[src/rtl/loopback_pkg.sv]
// Shared constants and types for the counter loopback generator/checker pair.
package loopback_pkg;
    localparam int DATA_W         = 8;
    localparam int LOCK_CNT_DEF   = 4;
    localparam int UNLOCK_CNT_DEF = 8;

    typedef enum logic {
        HUNT = 1'b0,
        LOCK = 1'b1
    } lock_state_t;

    // Counter words wrap naturally at DATA_W bits.
    function automatic logic [DATA_W-1:0] next_word(input logic [DATA_W-1:0] w);
        return w + 1'b1;
    endfunction
endpackage

[src/rtl/counter_datacheck_if.sv]
// Data/stat bundle between the loopback source (master) and the checker (slave).
interface counter_datacheck_if;
    import loopback_pkg::*;

    logic [DATA_W-1:0] data_in;
    logic              data_valid;
    logic              clear;
    logic              locked;
    logic              err_pulse;
    logic [15:0]       err_count;
    logic [31:0]       word_count;

    modport master (
        output data_in, data_valid, clear,
        input  locked, err_pulse, err_count, word_count
    );

    modport slave (
        input  data_in, data_valid, clear,
        output locked, err_pulse, err_count, word_count
    );
endinterface

[src/rtl/counter_datacheck_sat_counter.sv]
// Up-counter that sticks at all-ones; clear wins over inc.
module sat_counter #(
    parameter int WIDTH = 16
) (
    input  logic             clk,
    input  logic             rst,
    input  logic             inc,
    input  logic             clear,
    output logic [WIDTH-1:0] count
);
    logic [WIDTH-1:0] cnt_q;

    always_ff @(posedge clk or posedge rst) begin
        if (rst)
            cnt_q <= '0;
        else if (clear)
            cnt_q <= '0;
        else if (inc)
            cnt_q <= (&cnt_q) ? cnt_q : cnt_q + 1'b1;
    end

    assign count = cnt_q;
endmodule

[src/rtl/counter_datacheck.sv]
// Loopback counter checker: hunts for an incrementing sequence, then counts mismatches.
// Define DATACHECK_WORDCNT_EN to build the 32-bit valid-word counter; otherwise word_count is 0.
module counter_datacheck
    import loopback_pkg::*;
#(
    parameter int LOCK_CNT   = LOCK_CNT_DEF,
    parameter int UNLOCK_CNT = UNLOCK_CNT_DEF
) (
    input logic                clk,
    input logic                rst,
    counter_datacheck_if.slave bus
);
    localparam int RUN_W = $clog2(LOCK_CNT + 1);
    localparam int BAD_W = $clog2(UNLOCK_CNT + 1);

    lock_state_t       state_q, state_d;
    logic [DATA_W-1:0] prev_q, prev_d;
    logic              seeded_q, seeded_d;
    logic [RUN_W-1:0]  run_q, run_d;
    logic [BAD_W-1:0]  bad_q, bad_d;
    logic              err_inc;
    logic              pulse_q;
    logic [15:0]       err_count;

    always_ff @(posedge clk or posedge rst) begin
        if (rst) begin
            state_q  <= HUNT;
            prev_q   <= '0;
            seeded_q <= 1'b0;
            run_q    <= '0;
            bad_q    <= '0;
            pulse_q  <= 1'b0;
        end else begin
            state_q  <= state_d;
            prev_q   <= prev_d;
            seeded_q <= seeded_d;
            run_q    <= run_d;
            bad_q    <= bad_d;
            pulse_q  <= err_inc;
        end
    end

    always_comb begin
        state_d  = state_q;
        prev_d   = prev_q;
        seeded_d = seeded_q;
        run_d    = run_q;
        bad_d    = bad_q;
        err_inc  = 1'b0;
        if (bus.data_valid) begin
            case (state_q)
                HUNT: begin
                    prev_d   = bus.data_in;
                    seeded_d = 1'b1;
                    if (seeded_q && (bus.data_in == next_word(prev_q))) begin
                        run_d = run_q + 1'b1;
                        if (run_d == RUN_W'(LOCK_CNT)) begin
                            state_d = LOCK;
                            run_d   = '0;
                            bad_d   = '0;
                        end
                    end else begin
                        run_d = '0;
                    end
                end
                LOCK: begin
                    // Expected free-runs so a single corrupted word costs one error only.
                    prev_d = next_word(prev_q);
                    if (bus.data_in != prev_d) begin
                        err_inc = 1'b1;
                        bad_d   = bad_q + 1'b1;
                        if (bad_d == BAD_W'(UNLOCK_CNT)) begin
                            state_d = HUNT;
                            prev_d  = bus.data_in;
                            bad_d   = '0;
                            run_d   = '0;
                        end
                    end else begin
                        bad_d = '0;
                    end
                end
            endcase
        end
    end

    sat_counter #(.WIDTH(16)) u_err_cnt (
        .clk   (clk),
        .rst   (rst),
        .inc   (err_inc),
        .clear (bus.clear),
        .count (err_count)
    );

    assign bus.locked    = (state_q == LOCK);
    assign bus.err_pulse = pulse_q;
    assign bus.err_count = err_count;

`ifdef DATACHECK_WORDCNT_EN
    logic [31:0] word_cnt_q;

    always_ff @(posedge clk or posedge rst) begin
        if (rst)
            word_cnt_q <= '0;
        else if (bus.clear)
            word_cnt_q <= '0;
        else if (bus.data_valid)
            word_cnt_q <= word_cnt_q + 1'b1;
    end

    assign bus.word_count = word_cnt_q;
`else
    assign bus.word_count = '0;
`endif
endmodule

[src/flat_wrapper.sv]
// flat-port wrapper written by rule: the top's interface ports become plain ports
module counter_datacheck_flat import loopback_pkg::*;
#(
    parameter int LOCK_CNT   = LOCK_CNT_DEF,
    parameter int UNLOCK_CNT = UNLOCK_CNT_DEF
)
  (clk, rst, bus_data_in, bus_data_valid, bus_clear, bus_locked, bus_err_pulse, bus_err_count, bus_word_count);
  counter_datacheck_if bus_i ();
  input logic clk;
  input logic rst;
  input wire logic [$bits(bus_i.data_in)-1:0] bus_data_in;
  input wire logic [$bits(bus_i.data_valid)-1:0] bus_data_valid;
  input wire logic [$bits(bus_i.clear)-1:0] bus_clear;
  output wire logic [$bits(bus_i.locked)-1:0] bus_locked;
  output wire logic [$bits(bus_i.err_pulse)-1:0] bus_err_pulse;
  output wire logic [$bits(bus_i.err_count)-1:0] bus_err_count;
  output wire logic [$bits(bus_i.word_count)-1:0] bus_word_count;
  assign bus_i.data_in = bus_data_in;
  assign bus_i.data_valid = bus_data_valid;
  assign bus_i.clear = bus_clear;
  assign bus_locked = bus_i.locked;
  assign bus_err_pulse = bus_i.err_pulse;
  assign bus_err_count = bus_i.err_count;
  assign bus_word_count = bus_i.word_count;
  counter_datacheck #(.LOCK_CNT(LOCK_CNT), .UNLOCK_CNT(UNLOCK_CNT)) u_core (.clk(clk), .rst(rst), .bus(bus_i));
endmodule
[config.mk]
export PLATFORM = sky130hd
export DESIGN_NAME = counter_datacheck_flat
export DESIGN_NICKNAME = d
export VERILOG_FILES = /design/src/rtl/loopback_pkg.sv /design/src/rtl/counter_datacheck_if.sv /design/src/rtl/counter_datacheck_sat_counter.sv /design/src/rtl/counter_datacheck.sv /design/src/flat_wrapper.sv
export SDC_FILE = /design/constraint.sdc
export NUM_CORES = 1
export LEC_CHECK = 0
export ABC_AREA = 1
export CORE_MARGIN = 3
export CORE_UTILIZATION = 51
export DETAILED_ROUTE_END_ITERATION = 6
export PLACE_DENSITY = 0.79
export SETUP_SLACK_MARGIN = 0.2
export SKIP_LAST_GASP = 1
export SLEW_MARGIN = 20
export SYNTH_ARGS = -nofsm -noshare
export SYNTH_HDL_FRONTEND = slang
export SYNTH_SLANG_ARGS = --single-unit
[constraint.sdc]
create_clock -name clk -period 2 [get_ports clk]
set_input_delay 0.6 -clock clk [delete_from_list [all_inputs] [get_ports clk]]
set_output_delay 0.6 -clock clk [all_outputs]
set_load 0.03 [all_outputs]
## Word-level counts from Yosys, hierarchy flattened

Index checks and enable logic that the tools add are counted.

- Add/sub/neg operators: 4
- Eq/ne operators: 9
- Multiplexer cells: 24
- Bitwise gates (word level): 1
- Reduce and logical (&&, ||, !) cells: 7

Operators with widths:

| operator | count |
|---|---|
| two-way mux 16 bit | 3 |
| adder 16 x 1 -> 16 bit (second input constant) | 1 |
| two-way mux 4 bit | 4 |
| two-way mux 8 bit | 2 |
| one-hot mux 8 bit (2 select lines) | 1 |
| AND reduction 16 bit | 1 |
| two-way mux 3 bit | 4 |
| adder 8 x 1 -> 8 bit (second input constant) | 1 |
| == test 8 bit | 1 |
| != test 8 bit | 1 |
| one-hot mux 4 bit (2 select lines) | 1 |
| two-way mux 1 bit | 7 |
| != test 2 bit (second input constant) | 3 |
| one-hot mux 3 bit (2 select lines) | 1 |
| AND reduction 3 bit | 2 |
| adder 4 x 1 -> 4 bit (second input constant) | 1 |
| == test 4 bit (second input constant) | 1 |
| != test 2 x 1 -> 1 bit (second input constant) | 2 |
| AND reduction 2 bit | 2 |
| adder 3 x 1 -> 3 bit (second input constant) | 1 |
| == test 3 bit (second input constant) | 1 |
| one-hot mux 1 bit (2 select lines) | 1 |
| nonzero test 2 bit | 1 |
| logical AND 1 bit | 1 |
| NOT 1 bit | 1 |

- Flip-flop bits (word level): 34
- Bits of input ports: 12
- Output and inout bits: 50
- Logic and storage cells: 52

## Depth between registers and ports, before layout

- Depth in word-level cells: 7
- Mapped depth: 15
- Gate-level depth less buffers: 14

## Cells and area by module

Synthesis repeated with hierarchy kept, for this count alone.

- Cell total of the unflattened synthesis: 396
- Area total of the unflattened synthesis: 2680.1 um2

Modules (own cells, without submodules):

| module | instances | cells an instance | area an instance (um2) | seq. area each (um2) |
|---|---|---|---|---|
| counter_datacheck | 1 | 239 | 1621.6 | 450.4 |
| sat_counter | 1 | 157 | 1058.5 | 400.4 |

## Worst setup path before layout

Ideal clock, no wire load.

- Path kind: flip-flop to flip-flop
- Start point: reg u_core.u_err_cnt.cnt_q[0] (netlist: u_core.u_err_cnt.count[0])
- End point: reg u_core.u_err_cnt.cnt_q[6] (netlist: u_core.u_err_cnt.count[6])
- Setup time: 120 ps
- Data arrival time: 1927 ps
- Required time: 1880 ps
- Path slack: -47 ps
- Stages on the path, launching flop included: 12
- Buffers on the path: 1
- Period minus slack after synthesis: 2047 ps
- Cell sequence: dfrtp_1 ha_1 nand3_1 nor3_2 nand4_1 inv_1 nand3_1 nand3_4 nand2_4 buf_6 nor2_2 nor2_1

- Longest elaborated chain between the ends: 4
- Elaborated cells between the ends (all ways): 7
- Classes of those cells: 1 x add/sub; 1 x eq/ne; 3 x mux; 2 x reduce/logical

Ends and longest elaborated chain:

| element | RTL line | source |
|---|---|---|
| from (decl) | counter_datacheck_sat_counter.sv:11 | `logic [WIDTH-1:0] cnt_q;` |
| from (signal assigned) | counter_datacheck_sat_counter.sv:19 | `cnt_q <= (&cnt_q) ? cnt_q : cnt_q + 1'b1;` |
| adder 16 x 1 -> 16 bit | counter_datacheck_sat_counter.sv:19 |  |
| two-way mux 16 bit | counter_datacheck_sat_counter.sv:19 |  |
| two-way mux 16 bit | counter_datacheck_sat_counter.sv:18 | `else if (inc)` |
| two-way mux 16 bit | counter_datacheck_sat_counter.sv:16 | `else if (clear)` |

Parallel ways exist; a longest one is shown, timed or not. The select of a mux whose other input is x is not followed.
A chain may end at the register's enable or synchronous reset.

## Final worst setup path

- Start point: reg u_core.prev_q[1]
- End point: reg u_core.u_err_cnt.cnt_q[11] (netlist: u_core.u_err_cnt.count[11])

- Longest elaborated chain between the ends: 7

Ends and longest elaborated chain:

| element | RTL line | source |
|---|---|---|
| from (decl) | counter_datacheck.sv:17 | `logic [DATA_W-1:0] prev_q, prev_d;` |
| from (signal assigned) | counter_datacheck.sv:35 | `prev_q <= prev_d;` |
| adder 8 x 1 -> 8 bit | loopback_pkg.sv:14 | `return w + 1'b1;` |
| != test 8 bit | counter_datacheck.sv:69 | `if (bus.data_in != prev_d) begin` |
| two-way mux 1 bit | counter_datacheck.sv:69 |  |
| two-way mux 1 bit | counter_datacheck.sv:51 | `case (state_q)` |
| two-way mux 1 bit | counter_datacheck.sv:50 | `if (bus.data_valid) begin` |
| nonzero test 2 bit (no source line) | n/a |  |
| AND reduction 2 bit (no source line) | n/a |  |

Every way passes these cells.

==> summary.txt <==
Worst setup path end = u_core.u_err_cnt.count[11]
Main synth FF type = dfrtp_1
Fillcell total = 434
CTS buffer count = 5
Final period demand of the worst path = 2.013 ns
Crit Path Category = register to register
Area contributors post-synth = dfrtp_1 (32%), nand2_1 (14%), buf_4 (9.0%), nand3_1 (7.9%), inv_1 (6.0%)
Max-cap violations = 0
Setup violations, final = 6
Die height = 78.43 um
Crit path DAT = 2.20 ns
Layout cells sized above 1 = 0.2523
Gr ovfl total = 0
Xor/xnor share of the synthesized area = 0.02292
Sequential share of the synthesized area = 0.3181
Drt pass-1 iters = 4
Starting density of the core = 0.5482
Reg-to-Reg Start = u_core.prev_q[1]
Post-synthesis average cell area = 7.021 um2
Largest net degree at the start of global routing = 26
Compound-Gate Fraction of Synth Area = 0.09729
Port bufs = 29
Pwr dens = 486.9 mW/mm2
Vias in the first global route = 2396
Largest family of logic cells by synthesized area = simple AND/OR/NAND/NOR gates
Row cnt = 25
Layout Utilization = 0.6956
Yosys warns = 0
Worst Hold Class = register to register
DR iter-0 viols = 96
DRC violations left = 0
Worst reg-to-reg path cell count = 13
Synth Cell Area = 0.002675 mm2
Crit path launch = u_core.prev_q[1]
DP HPWL = 4483 um
Met3 usage = 0.03440
I/O pins = 62
Clk slew on worst S/H paths = 0.07 ns
Nets = 456
CP startpoint kind = register
Hold depth = 2
Sink Count = 34
Hold slack final = 0.4997 ns
Most Crowded Layer GR = met2
Failing checks = negative setup slack
RSZ-0062 raised after global routing = true
Total area of sequential cells = 855.8 um2
DIE WIDTH = 78.43 um
Via density = 5.065
Routed vias = 2568
WL/cell = 12.65 um
Netlist cell types = 32
Worst Tran Pin Value = 0.6118 ns
Ys async rst share = 1.000
Synth Area in Simple Gates = 0.3644
Met1 Resource Use GR = 0.2430
Clk_lat worst skew = 0.29 ns
Post-synth EDFFs = 0
WL final = 6415 um
Critical path peak fanout = 5
M2 GR Usage = 0.3913
Diodes inserted = 0
Core area = 0.004880 mm2
Leakage power = 1.784 nW
Die ar. = 0.006150 mm2
Adder-cell share of the synthesized area = 0.02339
Cells after synthesis = 381
Most numerous cell in the Yosys netlist = nand2_1
VDD IR max = 0.0003085 V
Final Max Slew Viols = 0
Final worst slack = -0.01286 ns
Fin. Hold Viols = 0
CTS Root Cell = clkbuf_8
GRT Util Overall = 0.2107
Area growth syn-to-layout = 26.89%
Max Clk Rate = 496.8 MHz
Synth Register Bits = 34
Synth top cells by count = nand2_1 (100), inv_1 (43), nand3_1 (42)
CTS tree = yes
GP Congestion = 0.8720
FF-to-FF End = u_core.u_err_cnt.count[11]
# H-tree levels = 2
Post-route antenna net violation count = 0
Finished Layout Cells = 507
Power Total = 0.001653 W
Global-route wire length before repair = 10580 um
Slew headroom = 0.5917
Crit. End Element = register
Multi-input gate area = 0.001688 mm2
Required time of the critical path = 2.18 ns
Status = complete, but fails checks
R2R setup slack = -0.01 ns
Tcrit/Tclk final = 1.006
Yosys top cell by area = dfrtp_1
Longest Clk Path Bufs = 2
Antenna violations before repair = 0
Post-placement cell count = 491
Yosys top cell area share = 0.3181
Clock Skews = 0.007074 ns
Mux cell area share after synthesis = 0
==> critical path, cell delays in order, from the launching register on <==
cell	delay, ns
dfrtp_1	0.41
buf_6	0.14
nand3_1	0.12
nor2_2	0.18
nand2_1	0.08
nand3_1	0.11
nand2_1	0.08
nor2_2	0.14
nand3_4	0.13
nand3_4	0.14
buf_12	0.14
nand2_8	0.08
nand2_4	0.11
o21ai_2	0.05
==> how the worst min path moves through the flow <==
stage	to	from
after floorplan	u_core.seeded_q	u_core.seeded_q
after global placement	u_core.seeded_q	u_core.seeded_q
after detailed placement	u_core.bad_q[3]	u_core.bad_q[3]
after CTS	u_core.bad_q[3]	u_core.bad_q[3]
after global routing	u_core.bad_q[1]	u_core.bad_q[1]
final	u_core.bad_q[3]	u_core.bad_q[3]
==> logic make-up after synthesis <==
kind of cell | Yosys count
buf+inv | 85
compound gates | 39
fa+ha+maj | 5
other cells | 1
simple gates | 210
flops | 34
xor+xnor | 7
==> per-layer routing <==
layer	wire [um]	vias up
met1	2553	1199
li1	-	1280
met3	320	13
met4	101	0
met2	3440	76
met5	0	-
==> cell type report <==
type | count | area share
Multi-Input combinational cell | 296 | 0.4972
Sequential cell | 34 | 0.2521
Timing Repair Buffer | 59 | 0.1515
Inverter | 43 | 0.04755
Clock buffer | 7 | 0.02543
Tap cell | 67 | 0.02470
Clock inverter | 1 | 0.001474
==> power breakdown <==
part | leakage (nW) | switching (W) | internal [W]
logic | 1.29 | 0.000262 | 0.000127
registers | 0.447 | 0.0000298 | 0.000707
clock network | 0.0482 | 0.000250 | 0.000278
total | 1.78 | 0.000542 | 0.00111
==> registers in the layout, summed over array words and instances (netlist names) <==
| name | cells |
|---|---|
| u_core.bad_q | 4 |
| u_core.bus.err_pulse | 1 |
| u_core.bus.locked | 1 |
| u_core.prev_q | 8 |
| u_core.run_q | 3 |
| u_core.seeded_q | 1 |
| u_core.u_err_cnt.count | 16 |
==> through the flow <==
stage | setup TNS, ns | setup slack, ns | area (um2)
after floorplan | 0 | 0.1393 | 2841
after global placement | -7.137 | -0.3387 | 3103
after detailed placement | -8.977 | -0.4249 | 3103
after CTS | 0 | 0.004304 | 3339
after global routing | -2.055 | -0.1540 | 3395
final | -0.03900 | -0.01286 | 3395
==> cells in the final DEF, fill, tap and decap left out, types with 4 or more instances in the layout <==
cell / instances
o21ai_2: 7
nor2_1: 27
buf_6: 4
nand2_2: 24
nand3_2: 6
clkdlybuf4s50_1: 8
inv_1: 41
buf_4: 25
nor2_2: 7
nand3_4: 4
nand4_1: 8
dfrtp_2: 4
nand3_1: 35
conb_1: 32
a31o_2: 4
dlygate4sd2_1: 19
nor2_4: 4
clkbuf_8: 6
nand2_1: 86
o221ai_1: 4
o21ai_0: 14
xor2_1: 5
dfrtp_1: 30
==> timing repair <==
item	CTS	global route
cloned	4	0
buffers inserted	3	1
pin swaps	18	16
setup endpoints to repair	42	26
hold buffers	0	0
resized for setup	47	18
(Power assumes the default switching activity.)
